## src/rtl/serial_nibble_add_ctrl_if.sv

```systemverilog
// rtl/serial_nibble_add_ctrl_if.sv - operand/result handshakes and external 4-bit adder bus
// Bundles the operand/result handshakes and the external ripple-carry adder connection.
interface serial_nibble_add_ctrl_if #(
  parameter int NIBBLES = 4
);
  localparam int W = 4 * NIBBLES;

  logic         in_valid;
  logic         in_ready;
  logic [W-1:0] in_a;
  logic [W-1:0] in_b;
  logic         in_cin;
  logic         out_valid;
  logic         out_ready;
  logic [W-1:0] out_sum;
  logic         out_cout;
  logic [3:0]   rca_a;
  logic [3:0]   rca_b;
  logic [3:0]   rca_s;
  logic         rca_c3;

  modport master (
    output in_valid, in_a, in_b, in_cin, out_ready, rca_s, rca_c3,
    input  in_ready, out_valid, out_sum, out_cout, rca_a, rca_b
  );

  modport slave (
    input  in_valid, in_a, in_b, in_cin, out_ready, rca_s, rca_c3,
    output in_ready, out_valid, out_sum, out_cout, rca_a, rca_b
  );
endinterface

```

## src/rtl/serial_nibble_add_ctrl.sv

```systemverilog
// rtl/serial_nibble_add_ctrl.sv - nibble-serial adder controller around an external 4-bit RCA
// Optional ADD_SELFCHECK_EN adds sticky chk_err comparing each result with a reference sum.
module serial_nibble_add_ctrl #(
  parameter int NIBBLES = 4
) (
  input  logic                   clk,
  input  logic                   reset,
  serial_nibble_add_ctrl_if.slave bus,
  output logic                   busy
`ifdef ADD_SELFCHECK_EN
  ,
  output logic                   chk_err
`endif
);
  localparam int W    = 4 * NIBBLES;
  localparam int IDXW = (NIBBLES > 1) ? $clog2(NIBBLES) : 1;

  typedef enum logic [1:0] {IDLE, ADD, INC, DONE} state_t;

  state_t          state, next_state;
  logic [W-1:0]    a_q, b_q, work_q, work_nx, sum_q;
  logic [IDXW-1:0] idx_q;
  logic [IDXW+1:0] base;
  logic            carry_q, carry_nx, c1_q, cout_q;
  logic            advance, last;

  assign base = {idx_q, 2'b00};
  assign last = (idx_q == IDXW'(NIBBLES - 1));

  assign bus.in_ready  = (state == IDLE);
  assign bus.out_valid = (state == DONE);
  assign bus.out_sum   = sum_q;
  assign bus.out_cout  = cout_q;
  assign busy          = (state != IDLE);

  // Adder operands kept apart from the rca_s consumer so there is no block-level loop.
  always_comb begin
    bus.rca_a = 4'd0;
    bus.rca_b = 4'd0;
    case (state)
      ADD: begin
        bus.rca_a = a_q[base +: 4];
        bus.rca_b = b_q[base +: 4];
      end
      INC: begin
        bus.rca_a = work_q[base +: 4];
        bus.rca_b = 4'b0001;
      end
      default: ;
    endcase
  end

  always_comb begin
    next_state = state;
    work_nx    = work_q;
    carry_nx   = carry_q;
    advance    = 1'b0;
    case (state)
      IDLE: if (bus.in_valid) next_state = ADD;
      ADD: begin
        work_nx[base +: 4] = bus.rca_s;
        if (carry_q) begin
          next_state = INC;
        end else begin
          carry_nx = bus.rca_c3;
          advance  = 1'b1;
        end
      end
      INC: begin
        work_nx[base +: 4] = bus.rca_s;
        carry_nx           = c1_q | bus.rca_c3;
        advance            = 1'b1;
      end
      DONE: if (bus.out_ready) next_state = IDLE;
      default: next_state = IDLE;
    endcase
    if (advance) next_state = last ? DONE : ADD;
  end

  always_ff @(posedge clk) begin
    if (reset) state <= IDLE;
    else       state <= next_state;
  end

  always_ff @(posedge clk) begin
    if (reset) begin
      a_q     <= '0;
      b_q     <= '0;
      work_q  <= '0;
      sum_q   <= '0;
      idx_q   <= '0;
      carry_q <= 1'b0;
      c1_q    <= 1'b0;
      cout_q  <= 1'b0;
    end else begin
      case (state)
        IDLE: if (bus.in_valid) begin
          a_q     <= bus.in_a;
          b_q     <= bus.in_b;
          carry_q <= bus.in_cin;
          work_q  <= '0;
          idx_q   <= '0;
          c1_q    <= 1'b0;
        end
        ADD, INC: begin
          work_q  <= work_nx;
          carry_q <= carry_nx;
          if (state == ADD) c1_q <= bus.rca_c3;
          if (advance && !last) idx_q <= idx_q + IDXW'(1);
          // Result registers only change when a new result completes.
          if (advance && last) begin
            sum_q  <= work_nx;
            cout_q <= carry_nx;
          end
        end
        default: ;
      endcase
    end
  end

`ifdef ADD_SELFCHECK_EN
  logic cin_q;

  always_ff @(posedge clk) begin
    if (reset) begin
      cin_q   <= 1'b0;
      chk_err <= 1'b0;
    end else begin
      if (state == IDLE && bus.in_valid) cin_q <= bus.in_cin;
      if ((state == ADD || state == INC) && advance && last &&
          ({carry_nx, work_nx} != ({1'b0, a_q} + {1'b0, b_q} + {{W{1'b0}}, cin_q})))
        chk_err <= 1'b1;
    end
  end
`endif
endmodule

```

## src/flat_wrapper.sv

```systemverilog
// flat-port wrapper written by rule: the top's interface ports become plain ports
module serial_nibble_add_ctrl_flat 
#(
  parameter int NIBBLES = 4
)
  (clk, reset, busy, bus_in_valid, bus_in_a, bus_in_b, bus_in_cin, bus_out_ready, bus_rca_s, bus_rca_c3, bus_in_ready, bus_out_valid, bus_out_sum, bus_out_cout, bus_rca_a, bus_rca_b);
  serial_nibble_add_ctrl_if #(.NIBBLES(NIBBLES)) bus_i ();
  input  logic clk;
  input  logic reset;
  output logic busy;
  input wire logic [$bits(bus_i.in_valid)-1:0] bus_in_valid;
  input wire logic [$bits(bus_i.in_a)-1:0] bus_in_a;
  input wire logic [$bits(bus_i.in_b)-1:0] bus_in_b;
  input wire logic [$bits(bus_i.in_cin)-1:0] bus_in_cin;
  input wire logic [$bits(bus_i.out_ready)-1:0] bus_out_ready;
  input wire logic [$bits(bus_i.rca_s)-1:0] bus_rca_s;
  input wire logic [$bits(bus_i.rca_c3)-1:0] bus_rca_c3;
  output wire logic [$bits(bus_i.in_ready)-1:0] bus_in_ready;
  output wire logic [$bits(bus_i.out_valid)-1:0] bus_out_valid;
  output wire logic [$bits(bus_i.out_sum)-1:0] bus_out_sum;
  output wire logic [$bits(bus_i.out_cout)-1:0] bus_out_cout;
  output wire logic [$bits(bus_i.rca_a)-1:0] bus_rca_a;
  output wire logic [$bits(bus_i.rca_b)-1:0] bus_rca_b;
  assign bus_i.in_valid = bus_in_valid;
  assign bus_i.in_a = bus_in_a;
  assign bus_i.in_b = bus_in_b;
  assign bus_i.in_cin = bus_in_cin;
  assign bus_i.out_ready = bus_out_ready;
  assign bus_i.rca_s = bus_rca_s;
  assign bus_i.rca_c3 = bus_rca_c3;
  assign bus_in_ready = bus_i.in_ready;
  assign bus_out_valid = bus_i.out_valid;
  assign bus_out_sum = bus_i.out_sum;
  assign bus_out_cout = bus_i.out_cout;
  assign bus_rca_a = bus_i.rca_a;
  assign bus_rca_b = bus_i.rca_b;
  serial_nibble_add_ctrl #(.NIBBLES(NIBBLES)) u_core (.clk(clk), .reset(reset), .bus(bus_i), .busy(busy));
endmodule
```

## config.mk

```make
export PLATFORM = sky130hd
export DESIGN_NAME = serial_nibble_add_ctrl_flat
export DESIGN_NICKNAME = d
export VERILOG_FILES = /design/src/rtl/serial_nibble_add_ctrl_if.sv /design/src/rtl/serial_nibble_add_ctrl.sv /design/src/flat_wrapper.sv
export SDC_FILE = /design/constraint.sdc
export NUM_CORES = 1
export LEC_CHECK = 0
export BUFFER_PORTS_ARGS = -buffer_cell sky130_fd_sc_hd__clkbuf_2
export CAP_MARGIN = 20
export CORE_MARGIN = 1.5
export CORE_UTILIZATION = 59
export DETAILED_ROUTE_END_ITERATION = 12
export HOLD_SLACK_MARGIN = 0.06
export PLACE_DENSITY = 0.85
export SETUP_SLACK_MARGIN = 0.15
export SYNTH_ARGS = -nofsm -noshare
export SYNTH_HDL_FRONTEND = slang
export SYNTH_SLANG_ARGS = --single-unit
```

## constraint.sdc

```tcl
create_clock -name clk -period 4.7 [get_ports clk]
set_clock_uncertainty 0.1 [all_clocks]
set_input_delay 0.94 -clock clk [delete_from_list [all_inputs] [get_ports clk]]
set_output_delay 0.94 -clock clk [all_outputs]
set_load 0.005 [all_outputs]
```

==> summary.txt <==
Outcome
  – Status: finished, final reports clean

Power and ir drop
  – Worst vdd ir: 0.337 mV
  – PD cells: approximately 460 nW/µm²
  – Leakage power: about 1.6 nW
  – Total chip power: between 1.5 and 2 mW

Critical path
  – Worst setup EP type: output pin
  – Worst path bufs/invs: 2
  – Crit-path max FO: 22
  – Reg2reg start: u_core.idx_q[0]$_SDFFE_PP0P_
  – WS Path Type: register to output pin
  – Crit Reg-Reg Endpoint: u_core.bus.out_sum[7]$_SDFFE_PP0P_
  – Critical path's top delay family: multiplexers
  – Worst reg2reg path depth: 7
  – Critical Path End: bus_rca_a[0]
  – Critical path's slowest cell: mux4_1
  – Max stage delay on crit path: ~0.60 ns
  – Required @ worst endpoint: ~3.7 ns
  – Crit-path cells: buf_4, mux4_1, a22o_1, clkbuf_2
  – R2r setup slk: about 2.1 ns
  – Startpoint Class: register
  – CP arrival: around 2.2 ns
  – WP depth: 4
  – CP Launch Point: u_core.idx_q[0]$_SDFFE_PP0P_

Floorplan
  – Die width: around 78 µm
  – Row cnt: 27
  – Initial Utilization: 61.1%
  – Die area: 6160 µm²
  – Core area: 5510 µm²
  – Num ports: 70
  – Die Ht: between 70 and 80 µm

CTS
  – CTS buffer count: 9
  – CTS sink cnt: 71
  – Clk slew on worst S/H paths: 0.07 ns
  – Post-CTS sizing: 0
  – Post-CTS setup repair buffer count: 0
  – Clk_lat worst skew: about 0.35 ns
  – Root buf cell: clkbuf_8
  – Hold-fix buffers, CTS: 0
  – Clock tree buffer depth: 2
  – TritonCTS clock tree: built
  – H-tree Lvls: 3

Place
  – RePlAce Congestion: ~0.87
  – Dpl hpwl: 5590 µm
  – IO Port Bufs: slightly below 70

Yosys
  – Syn. warnings: 0
  – Syn_area_per_cell: about 8.9 µm²
  – Synth Cell Area: approximately 3400 µm²
  – Largest area contributor in the netlist: dfxtp_1
  – Register area share after synthesis: 42.3%
  – Fraction of registers with async set/reset: 0%
  – Top cells by area in the synthesized netlist: dfxtp_1 (42%), nand2_1 (8.2%), mux4_2 (6.0%)
  – Main synth FF type: dfxtp_1
  – Share of the synthesized area in the top cell type: roughly 42%
  – Distinct cells, synth: between 40 and 50
  – Syn nets: 432
  – Cells after Synth: between 300 and 400
  – Synth Register Bits: between 70 and 80
  – Post-synth EDFFs: 0

STA
  – RSZ-0062 raised after global routing: false
  – Setup_tns: 0 ns
  – Highest Clock Rate: between 300 and 400 MHz
  – Final hold violation count: 0
  – Slew HR: between 50% and 60%
  – Worst-Margin Slew: 0.695 ns
  – Final setup vio count: 0
  – Post-route clock period utilization: about 69%
  – Slew Viols, Final: 0
  – Crit path time final: 3.23 ns

Route
  – Post-Route WL: about 7900 µm
  – Post-detailed-route via-to-cell ratio: approximately 5.8
  – Vias: slightly below 3k
  – DRT Pass-1 Iters: 4
  – Number of remaining DRC errors: 0
  – Antenna-violating nets left: 0
  – Initial DRC Count: 252
  – DR WL/cell: around 15 µm

Worst hold path
  – Hold Path Class: register to register

Global routing
  – Largest net degree at the start of global routing: 58
  – Vias in the first global route: 2820
  – Grt ovf: 0
  – Initial antenna violation count: 0
  – GRT Total Usage: a little over a quarter
  – First-pass GRT wire length: roughly 13000 µm

Final layout
  – Fin nets: between 400 and 500
  – Layout cell share with drive strength beyond 1: between 20% and 30%
  – Ant diodes: 0
  – Area Overhead vs Synth: 17.8%

Job
  – Max Cap Viol: 0
## state kept, by name, indices dropped and copies added (netlist names)
| signal | count |
|---|---|
| u_core.a_q | 16 |
| u_core.state | 2 |
| u_core.idx_q | 2 |
| u_core.bus.out_cout | 1 |
| u_core.c1_q | 1 |
| u_core.bus.out_sum | 16 |
| u_core.carry_q | 1 |
| u_core.b_q | 16 |
| u_core.work_q | 16 |
## synthesized netlist by cell type, types with 5 or more instances
cell / number
nor2_1: 30
nor3_1: 12
a21oi_1: 38
a211oi_1: 5
nand2_1: 73
a22o_1: 16
dfxtp_1: 71
nand3_1: 5
o22ai_1: 7
mux4_2: 9
inv_1: 20
o22ai_2: 5
clkbuf_1: 18
ha_1: 12
## worst min path at each step
| stage | end | startpoint | cells after the start |
|---|---|---|---|
| 2_1_floorplan | u_core.a_q[12]$_SDFFE_PP0P_ | u_core.a_q[12]$_SDFFE_PP0P_ | 2 |
| 3_3_place_gp | u_core.a_q[8]$_SDFFE_PP0P_ | u_core.a_q[8]$_SDFFE_PP0P_ | 2 |
| 3_5_place_dp | u_core.a_q[5]$_SDFFE_PP0P_ | u_core.a_q[5]$_SDFFE_PP0P_ | 2 |
| 4_1_cts | u_core.a_q[5]$_SDFFE_PP0P_ | u_core.a_q[5]$_SDFFE_PP0P_ | 2 |
| 5_1_grt | u_core.a_q[3]$_SDFFE_PP0P_ | u_core.a_q[3]$_SDFFE_PP0P_ | 2 |
| 6_report | u_core.a_q[5]$_SDFFE_PP0P_ | u_core.a_q[5]$_SDFFE_PP0P_ | 2 |
## kinds of logic (layout without fill, tap and decap cells)
family,Yosys count,count (layout),share of synthesized area (%)
buffers and inverters,47,110,6.14
DFF,71,71,42.3
AOI/OAI and AO/OA,89,89,18.2
muxes,14,14,9.01
adders and majority gates,12,12,4.47
and+or+nand+nor,145,145,19.9
## layout make-up
cell class	instances	area, µm²
Sequential cell	71	1420
Clock inverter	5	81.3
Tap cell	72	90.1
Inverter	20	75.1
Clock buffer	11	141
Fill cell	420	1550
Multi-Input combinational cell	260	1730
Timing Repair Buffer	74	418
## metrics by stage
| stage | hold slack, ns | util (%) | setup WS (ns) | cell area [µm²] | cells |
|---|---|---|---|---|---|
| 2_1_floorplan | 0.332 | - | 2.25 | 3360 | 378 |
| 3_3_place_gp | 0.338 | 66.8 | 1.86 | 3680 | 494 |
| 3_5_place_dp | 0.347 | 66.8 | 1.83 | 3680 | 494 |
| 4_1_cts | 0.357 | 70.9 | 1.45 | 3900 | 510 |
| 5_1_grt | 0.386 | 71.9 | 1.34 | 3960 | 513 |
| 6_report | 0.355 | 71.9 | 1.47 | 3960 | 513 |
## routing by layer
metal | vias to the layer above | wire length, µm | global-route usage, %
li1 | 1429 | - | -
met5 | - | 0 | 0
met3 | 17 | 584 | 6.86
met4 | 0 | 142 | 10.7
met1 | 1408 | 3430 | 36.1
met2 | 122 | 3710 | 43.5
## report_power, final
part / switching [mW] / internal, mW
logic: 0.319 / 0.223
clock network: 0.229 / 0.313
registers: 0.0493 / 0.669
total: 0.597 / 1.21
## worst min-delay path: stages (launching register included)
cell,delay [ns]
dfxtp_1,0.31
nand2_1,0.05
a21oi_1,0.05
## cells in the final DEF (no fill, tap or decap), drive strengths merged, types with 2 or more instances in the layout
cell type / netlist / final
a211oi: 5 / 5
a21o: 2 / 2
a21oi: 38 / 38
a22o: 16 / 16
a22oi: 4 / 4
and2: 4 / 4
and3: 3 / 3
buf: 7 / 5
bufinv: 0 / 2
clkbuf: 20 / 80
clkinv: 0 / 2
dfxtp: 71 / 71
ha: 12 / 12
inv: 20 / 20
mux4: 12 / 12
nand2: 73 / 73
nand2b: 3 / 3
nand3: 5 / 5
nand3b: 4 / 4
nor2: 31 / 31
nor2b: 3 / 3
nor3: 12 / 12
o21ai: 2 / 2
o22ai: 12 / 12
o2bb2ai: 4 / 4
o31ai: 2 / 2
or4b: 2 / 2
(Power assumes the default switching activity.)
